**config.mk**
```make
export PLATFORM = sky130hd
export DESIGN_NAME = dad16seq
export DESIGN_NICKNAME = d
export VERILOG_FILES = /design/src/rtl/dad16seq_pkg.sv /design/src/rtl/dad16seq.sv
export SDC_FILE = /design/constraint.sdc
export NUM_CORES = 1
export LEC_CHECK = 0
export CAP_MARGIN = 15
export CORE_AREA = 4 4 77 79
export DETAILED_ROUTE_END_ITERATION = 16
export DIE_AREA = 0 0 81 83
export GPL_ROUTABILITY_DRIVEN = 1
export PLACE_DENSITY = 0.87
export SETUP_SLACK_MARGIN = 0.05
export SLEW_MARGIN = 15
export SYNTH_ARGS = -nofsm -noshare
export SYNTH_HDL_FRONTEND = slang
export SYNTH_SLANG_ARGS = --single-unit
```
**constraint.sdc**
```tcl
create_clock -name clk -period 2.65 [get_ports clk]
set_input_delay 0.53 -clock clk [delete_from_list [all_inputs] [get_ports clk]]
set_output_delay 0.53 -clock clk [all_outputs]
set_load 0.03 [all_outputs]
```
**src/rtl/dad16seq_pkg.sv**
```systemverilog
// dad16seq_pkg: op, state and adder-select encodings shared with the 8085 core.
package dad16seq_pkg;
   typedef enum logic [1:0] {OP_DAD = 2'b00, OP_INX = 2'b01, OP_DCX = 2'b10, OP_RSV = 2'b11} opT;
   typedef enum logic [1:0] {IDLE = 2'b00, LO = 2'b01, HI = 2'b10, FIN = 2'b11} stateT;
   localparam logic [2:0] SEL_ADD = 3'b000;
   localparam logic [2:0] SEL_ADC = 3'b001;
endpackage

```
**src/rtl/dad16seq.sv**
```systemverilog
// dad16seq: two-cycle 16-bit DAD/INX/DCX sequencer driving the shared 8-bit adder.
module dad16seq
   import dad16seq_pkg::*;
(
   input  logic        clk,
   input  logic        rst_n,
   input  logic        go,
   input  logic [1:0]  op,
   input  logic [15:0] opX,
   input  logic [15:0] opY,
   output logic [7:0]  adA,
   output logic [7:0]  adB,
   output logic        adC,
   output logic [2:0]  adOp,
   input  logic [7:0]  adS,
   input  logic [1:0]  adCY,
   output logic [15:0] res,
   output logic        cyOut,
   output logic        cyWr,
   output logic        done,
   output logic        busy
);
   stateT state, nextState;
   opT opr;
   logic [15:0] xr, yr;
   logic cr, accept, unusedAc;
   assign unusedAc = adCY[1];
   always_ff @(posedge clk) begin
      if (!rst_n) state <= IDLE;
      else state <= nextState;
   end
   always_comb begin
      busy = (state == LO) || (state == HI);
      accept = go && !busy;
      done = state == FIN;
      cyWr = done && opr == OP_DAD;
      adA = state == LO ? xr[7:0] : state == HI ? xr[15:8] : 8'h00;
      adB = state == LO ? yr[7:0] : state == HI ? yr[15:8] : 8'h00;
      adC = state == HI && cr;
      adOp = state == HI ? SEL_ADC : SEL_ADD;
      nextState = accept ? (op == OP_RSV ? FIN : LO) : state == LO ? HI : state == HI ? FIN : IDLE;
   end
   // DCX adds 0xFFFF so the adder never needs its subtract path
   always_ff @(posedge clk) begin
      if (!rst_n) begin
         xr <= '0;
         yr <= '0;
         cr <= 1'b0;
         opr <= OP_DAD;
         res <= '0;
         cyOut <= 1'b0;
      end else if (accept) begin
         xr <= opX;
         opr <= opT'(op);
         yr <= op == OP_DAD ? opY : op == OP_INX ? 16'h0001 : 16'hFFFF;
         if (op == OP_RSV) res <= opX;
      end else if (state == LO) begin
         res[7:0] <= adS;
         cr <= adCY[0];
      end else if (state == HI) begin
         res[15:8] <= adS;
         if (opr == OP_DAD) cyOut <= adCY[0];
      end
   end
endmodule

```
======== Word-level counts from Yosys, hierarchy flattened ========
Index checks and enable logic that the tools add are counted.
operators by class
  equal/unequal tests ..................... 7
  multiplexer cells ....................... 16
  bitwise operators ....................... 2
  reductions and logical operators ........ 13
operator list
  operator                                              number
  two-way mux 16 bit                                    4
  two-way mux 8 bit                                     7
  two-way mux 2 bit                                     4
  equality test 2 bit (second input constant)           3
  equality test 2 x 1 -> 1 bit (second input constant)  2
  logical NOT 2 bit                                     2
  AND reduction 2 bit                                   2
  AND reduction 4 bit                                   1
  nonzero test 2 bit                                    2
  logical AND 1 bit                                     3
  AND reduction 3 bit                                   1
  != test 2 x 1 -> 1 bit (second input constant)        1
  != test 2 bit (second input constant)                 1
  NOT 1 bit                                             2
  logical NOT 1 bit                                     1
  logical OR 1 bit                                      1
  two-way mux 1 bit                                     1
word-level totals
  register bits ........................... 54
  bits of input ports ..................... 47
  output and inout bits ................... 40

======== Logic depth before layout (Yosys ltp) ========
Gate-level depths: netlist (run 1).
  word-level depth ........................ 6
  gate-level depth with buffers ........... 8

======== Least setup slack after synthesis (run 1) ========
Ideal clock, no wire load.
  path kind ............................... register -> output
  start ................................... reg state[0]
  end ..................................... out adB[0]
  arrival time ............................ 2.056 ns
  required time ........................... 2.120 ns
  path slack .............................. 0.064 ns
  stages on the path, launching flop included .. 7
  path buffers ............................ 2
  cells stage by stage .................... dfxtp_1 > inv_1 > ha_1 > clkbuf_1 > buf_1 > nand2_1 > o21ai_0
on the way
  cells in the longest elaborated chain, start to end .. 3
RTL lines
  what                    RTL line        RTL
  start, declared         dad16seq.sv:23  stateT state, nextState;
  start signal, assigned  dad16seq.sv:30  else state <= nextState;
  equality test 2 bit     dad16seq.sv:38  adB = state == LO ? yr[7:0] : state == HI ? yr[15:8] : 8'h00;
  two-way mux 8 bit       dad16seq.sv:38
  two-way mux 8 bit *     dad16seq.sv:38
  end, declared           dad16seq.sv:12  output logic [7:0] adB,
Every way passes the cells marked *; elsewhere a longest branch is shown, timed or not.

======== Worst setup path in the final report (run 1) ========
  start ................................... reg state[0]
  end ..................................... out busy
on the way
  cells in the longest elaborated chain, start to end .. 2
RTL lines
  what                                                                        RTL line        RTL
  equality test 2 x 1 -> 1 bit / equality test 2 bit (equally long branches)  dad16seq.sv:33  busy = (state == LO) || (state == HI);
  logical OR 1 bit *                                                          dad16seq.sv:33
  end, declared                                                               dad16seq.sv:21  output logic busy
Marks and branches as above.

==> flow_metrics.py, run 1 <==
metrics = {
    "power_and_ir_drop": {
        "ir_drop_mv": 0.389,
        "power_mw": 2.47,
        "power_density_nw_per_um2": 715,
        "power_leakage_nw": 1.28,
    },
    "clock_network": {
        "clk_latency_ps": 300,
        "cts_setup_buffers": 0,
        "postCtsHoldBufs": 0,
        "clkSlewWorstSetupHoldPaths_ps": 100,
        "cts_root_buf": "clkbuf_8",
        "cts_resized": 0,
        "cts_buffer_depth": 2,
        "h-tree-depth": 2,
        "cts_tree": "done",
        "cts_buffers": 5,
        "clock_sinks": 54,
    },
    "synthesis": {
        "ys_dominant_reg_cell": "dfxtp_1",
        "ys_ff_latch": 54,
        "yosys_warnings": 0,
        "synth_edf_count": 0,
        "syn_inst": 320,
        "syn_area_per_cell_sq_um": 7.93,
        "synth_seq_area_share_pct": 42.6,
        "synth_area_sq_um": 2540,
        "async_flop_share_pct": 0,
        "synth.distinct_cells": 28,
    },
    "detailed_routing": {
        "drt_iter0_drc": 175,
        "vias": 2554,
        "postRouteAntennaNets": 0,
        "drtPass1Iterations": 4,
        "routed_wl_microns": 7030,
        "via_per_inst": 5.49,
        "wire_per_inst_microns": 15.1,
        "drc": 0,
    },
    "place": {
        "io_buffers": 83,
        "dpl.hpwl_microns": 5050,
        "pre_cts_ws_ps": 282,
        "dpl.cell_count": 457,
        "gp_congestion": 0.816,
    },
    "global_route": {
        "gr-usage-all-layers_pct": 21.4,
        "grt_max_degree": 39,
        "gr-total-overflow": 0,
        "grt_pass1_vias": 2479,
        "grt_antenna_before_repair": 0,
        "grt_pass1_wl_microns": 11500,
    },
    "sta": {
        "timing.fmax_mhz": 414,
        "timing.final.hold_violations": 0,
        "drv_slew": 0,
        "finalCritPeriodShare_pct": 91.1,
        "rsz0062_at_grt": "no",
        "setup_slack_ps": 236,
        "finClkSkew_ps": 6.03,
        "setup_viol": 0,
        "fin_crit_ps": 2410,
        "tns_ps": 0,
    },
    "die": {
        "initial_utilization_pct": 47.5,
        "die_w_microns": 81,
        "num_io_pins": 87,
        "core.rowCount": 27,
        "design.die.area_sq_um": 6720,
        "core_sq_um": 5340,
        "fp.dieH_microns": 83,
    },
    "cells_and_area": {
        "final_cell_mix": "nand2_1, clkdlybuf4s50_1, a21oi_1",
        "fin_nets": 442,
        "layout.cells.most_common": "nand2_1",
        "instances_no_fill": 465,
        "area_delta_synth_final_pct": 36.0,
        "drive_gt1_share_pct": 14.5,
        "antenna_cells": 0,
        "utilization_pct": 64.6,
    },
    "worst_setup_path": {
        "worstPathArrival_ps": 1880,
        "cpPeakStageDelay_ps": 660,
        "rr_worst_depth": 6,
        "crit_path_end_kind": "primary output",
        "crit_fanout": 8,
        "crit_path_top_delay_cell": "clkdlybuf4s50_1",
        "crit_required_ps": 2120,
        "cpMostUsedCell": "inv_1",
        "startpoint_type": "flip-flop",
        "cp_cell_sequence": "inv_1 > ha_1 > inv_1 > clkdlybuf4s50_1",
        "critical_path_class": "reg2out",
    },
    "run_status": {
        "outcome": "completed",
    },
    "min_path": {
        "hold_depth": 2,
        "hold_path.class": "reg2reg",
    },
    "run": {
        "drv_cap": 0,
    },
}
synth_stat cells (2+ instances only):
master	count	area, sq um
and2_1	2	12.5
a311oi_2	8	120
a21oi_1	59	295
buf_2	7	35.0
buf_1	3	11.3
nor3_1	10	50.1
inv_1	13	48.8
nor2_1	3	11.3
a221oi_2	8	120
o21ai_0	40	200
clkbuf_1	15	56.3
nand2_1	77	289
dfxtp_1	54	1080
buf_4	2	15.0
buf_6	4	45.0
ha_1	3	37.5
path summary, 6_finish.rpt:
kind             from  endpoint  slack, ps
max          state[0]      busy        240
min           res[15]   res[15]        470
max reg2reg  state[0]    yr[10]        570
min reg2reg   res[15]   res[15]        470
routing by layer:
| layer | wire, microns | up-vias | track usage (%) | share of wire (%) |
|---|---|---|---|---|
| li1 | - | 1241 | - | - |
| met1 | 2780 | 1165 | 26.7 | 40 |
| met2 | 3340 | 131 | 34.7 | 48 |
| met3 | 707 | 17 | 5.64 | 10 |
| met4 | 196 | 0 | 8.45 | 2.8 |
| met5 | 0 | - | 0 | 0 |
metrics by stage:
step	hold WS (ps)	area [sq um]
after detailed placement	448	3350
after floorplan	437	2540
after global placement	442	3350
final	467	3450
after CTS	465	3450
after global routing	490	3450
logic make-up (layout without fill, tap and decap cells):
family          Yosys count  after routing  share of synthesized area [%]
other cells               1              2                          0.148
mux                       1              1                          0.395
simple gates             98             98                           16.2
flops                    54             54                           42.6
buf+inv                  44            116                           8.34
compound gates          119            119                           30.8
fa+ha+maj                 3              3                           1.48
state kept, by name, indices dropped and copies added (netlist names):
| signal | cells |
|---|---|
| cr | 1 |
| state | 2 |
| cyOut | 1 |
| opr | 2 |
| res | 16 |
| yr | 16 |
| xr | 16 |
critical path: cells and delay by family (launching register included):
family	cells	cell delay (ps)
adder cells (fa/ha/maj)	1	420
buffers and inverters	3	800
flip-flops	1	370
cell type report:
| cell class | count | area [sq um] |
|---|---|---|
| clock buffers | 6 | 82.6 |
| flip-flops and latches | 54 | 1080 |
| multi-input cells | 223 | 1250 |
| inverters | 13 | 48.8 |
| repair buffers | 95 | 881 |
| fillers | 494 | 1890 |
| clock inverters | 2 | 17.5 |
| well taps | 72 | 90.1 |
power breakdown:
group	internal [mW]	leakage, nW	switching (mW)
clock network	0.216	0.0514	0.271
registers	0.941	0.445	0.0661
logic	0.386	0.785	0.585
Note: power is estimated with default switching activity, not from simulation.
==> run 2, diff against run 1 <==
--- a/config.mk
+++ b/config.mk
@@ -6,10 +6,11 @@
 export NUM_CORES = 1
 export LEC_CHECK = 0
 export CAP_MARGIN = 15
-export CORE_AREA = 4 4 77 79
+export CORE_AREA = 2 2 75 77
 export DETAILED_ROUTE_END_ITERATION = 16
-export DIE_AREA = 0 0 81 83
+export DIE_AREA = 0 0 77 79
 export GPL_ROUTABILITY_DRIVEN = 1
+export GPL_TIMING_DRIVEN = 0
 export PLACE_DENSITY = 0.87
 export SETUP_SLACK_MARGIN = 0.05
 export SLEW_MARGIN = 15
==> run 2 against run 1 <==
- die area down 9.5%
- clock-buffer cell count up 1
- clock skew is 0.83 ps lower
- first-iteration DRC count is 65% higher
- setup slack lost 100 ps
- sequential cell count unchanged
- clock power down 10%
- non-clock buffer count rose by 18
- power is 0.67% lower
- fmax fell by 4.0%
- critical path type unchanged
- largest cell class unchanged
==> flow_metrics.py, run 2 (synthesized netlist as in run 1, its figures left out) <==
metrics = {
    "run_status": {
        "outcome": "completed",
    },
    "sta": {
        "timing.final.hold_violations": 0,
        "drv_slew": 0,
        "setup_viol": 0,
        "slew_headroom_pct": 53.1,
        "rsz0062_at_grt": "no",
        "timing.fmax_mhz": 398,
        "finalCritPeriodShare_pct": 94.9,
        "max_slew.worst_pin.slew_ps": 703,
        "tns_ps": 0,
        "finClkSkew_ps": 5.20,
        "fin_crit_ps": 2510,
    },
    "cells_and_area": {
        "drive_gt1_share_pct": 13.2,
        "antenna_cells": 0,
        "layout.cells.most_common": "nand2_1",
        "fin_nets": 460,
        "final_cell_mix": "nand2_1, clkdlybuf4s50_1, a21oi_1",
        "utilization_pct": 65.4,
        "area_delta_synth_final_pct": 37.5,
        "largestRegisters": "res: 16 flops, xr: 16 flops, yr: 16 flops",
    },
    "worst_setup_path": {
        "worstPathArrival_ps": 1980,
        "critPathLaunch": "state[1]",
        "crit_family": "buffers and inverters",
        "cpPeakStageDelay_ps": 430,
        "crit_path_end_kind": "primary output",
        "crit_fanout": 10,
        "cp_cell_sequence": "inv_1 > ha_1 > buf_2 > clkbuf_1 > o21ai_0 > dlygate4sd2_1",
        "critical_path_class": "reg2out",
        "crit_path_top_delay_cell": "dlygate4sd2_1",
        "startpoint_type": "flip-flop",
        "worstPathBufferInverterCount": 4,
        "crit_required_ps": 2120,
        "regToRegStartpoint": "state[0]",
    },
    "clock_network": {
        "h-tree-depth": 2,
        "cts_buffers": 5,
        "clock_sinks": 54,
        "cts_tree": "done",
        "clk_latency_ps": 300,
        "cts_root_buf": "clkbuf_8",
        "cts_setup_buffers": 0,
        "cts_buffer_depth": 2,
        "clkSlewWorstSetupHoldPaths_ps": 90,
    },
    "power_and_ir_drop": {
        "power_leakage_nw": 1.31,
        "ir_drop_mv": 0.363,
        "power_mw": 2.45,
        "power_density_nw_per_um2": 702,
    },
    "die": {
        "fp.dieH_microns": 79,
        "core.rowCount": 27,
        "die_w_microns": 77,
        "initial_utilization_pct": 47.5,
        "num_io_pins": 87,
        "design.die.area_sq_um": 6080,
        "core_sq_um": 5340,
    },
    "place": {
        "dpl.hpwl_microns": 5570,
        "gp_congestion": 0.891,
        "io_buffers": 82,
    },
    "detailed_routing": {
        "drt_iter0_drc": 289,
        "postRouteAntennaNets": 0,
        "routed_wl_microns": 7500,
        "vias": 2628,
        "via_per_inst": 5.45,
        "drc": 0,
        "wire_per_inst_microns": 15.6,
        "drtPass1Iterations": 5,
    },
    "global_route": {
        "grt_max_degree": 15,
        "grt_antenna_before_repair": 0,
        "gr-total-overflow": 0,
        "grt_use_met1_pct": 28.9,
        "grt_pass1_wl_microns": 12000,
        "grt_use_met2_pct": 44.0,
        "gr-usage-all-layers_pct": 25.0,
        "met3_usage_pct": 5.80,
        "grt_pass1_vias": 2559,
        "grt_busiest_layer": "met2",
    },
    "min_path": {
        "hold_start": "xr[8]",
        "hold_path.class": "reg2reg",
    },
    "run": {
        "drv_cap": 0,
    },
}
==> run 2: changes by cell type in the layout (fill, tap and decap cells not counted), sizes merged <==
cell	previous run	this run
clkbuf	6	33
buf	28	14
dlygate4sd2	0	5
clkdlybuf4s15	0	2
clkdlybuf4s50	67	65
clkinv	2	0
clkdlybuf4s18	0	1
==> run 2: path summary, 6_finish.rpt <==
kind	end	cells after the start	slack (ps)
max reg2reg	res[0]	7	680
max	adA[4]	6	140
min	xr[8]	2	460
min reg2reg	xr[8]	2	460
==> run 2: per-stage QoR <==
stage	hold slack, ps	setup WS [ps]	instance area [sq um]	std cells
2_1_floorplan	437	64.2	2540	321
3_3_place_gp	442	-228	3450	475
3_5_place_dp	447	-270	3450	475
4_1_cts	459	3.37	3520	482
5_1_grt	478	50.6	3490	482
6_report	461	136	3490	482
==> run 2: final cells by class <==
cell class	instances	area [sq um]
well taps	72	90.1
clock buffers	7	76.3
repair buffers	82	771
plain buffers	31	174
fillers	503	1850
multi-input cells	223	1250
flip-flops and latches	54	1080
inverters	13	48.8
==> run 2: report_power, final <==
part	switching [mW]	internal (mW)	leakage [nW]	total, mW
sequential	0.0668	0.941	0.445	1.01
combinational	0.614	0.389	0.828	1.00
clock	0.255	0.183	0.0383	0.437
==> run 2: layer usage <==
metal  up-vias  wire length [microns]
met5         -                      0
met3        30                    543
met2       138                   3550
li1       1271                      -
met1      1189                   3090
met4         0                    316
==> run 2: worst reg2reg max path, stage by stage (launching register included) <==
cell and delay [ps]:
dfxtp_1 370, inv_1 60, ha_1 300, buf_6 140
nand2_1 210, clkbuf_1 440, nand2_1 130, a311oi_2 260
==> run 2: repair_timing <==
action,4_1_cts,5_1_grt
setup endpoints to repair,17,15
pin swaps,0,0
hold buffers,0,0
gates cloned,0,0
gates resized for setup,28,32
hold endpoints to repair,0,0
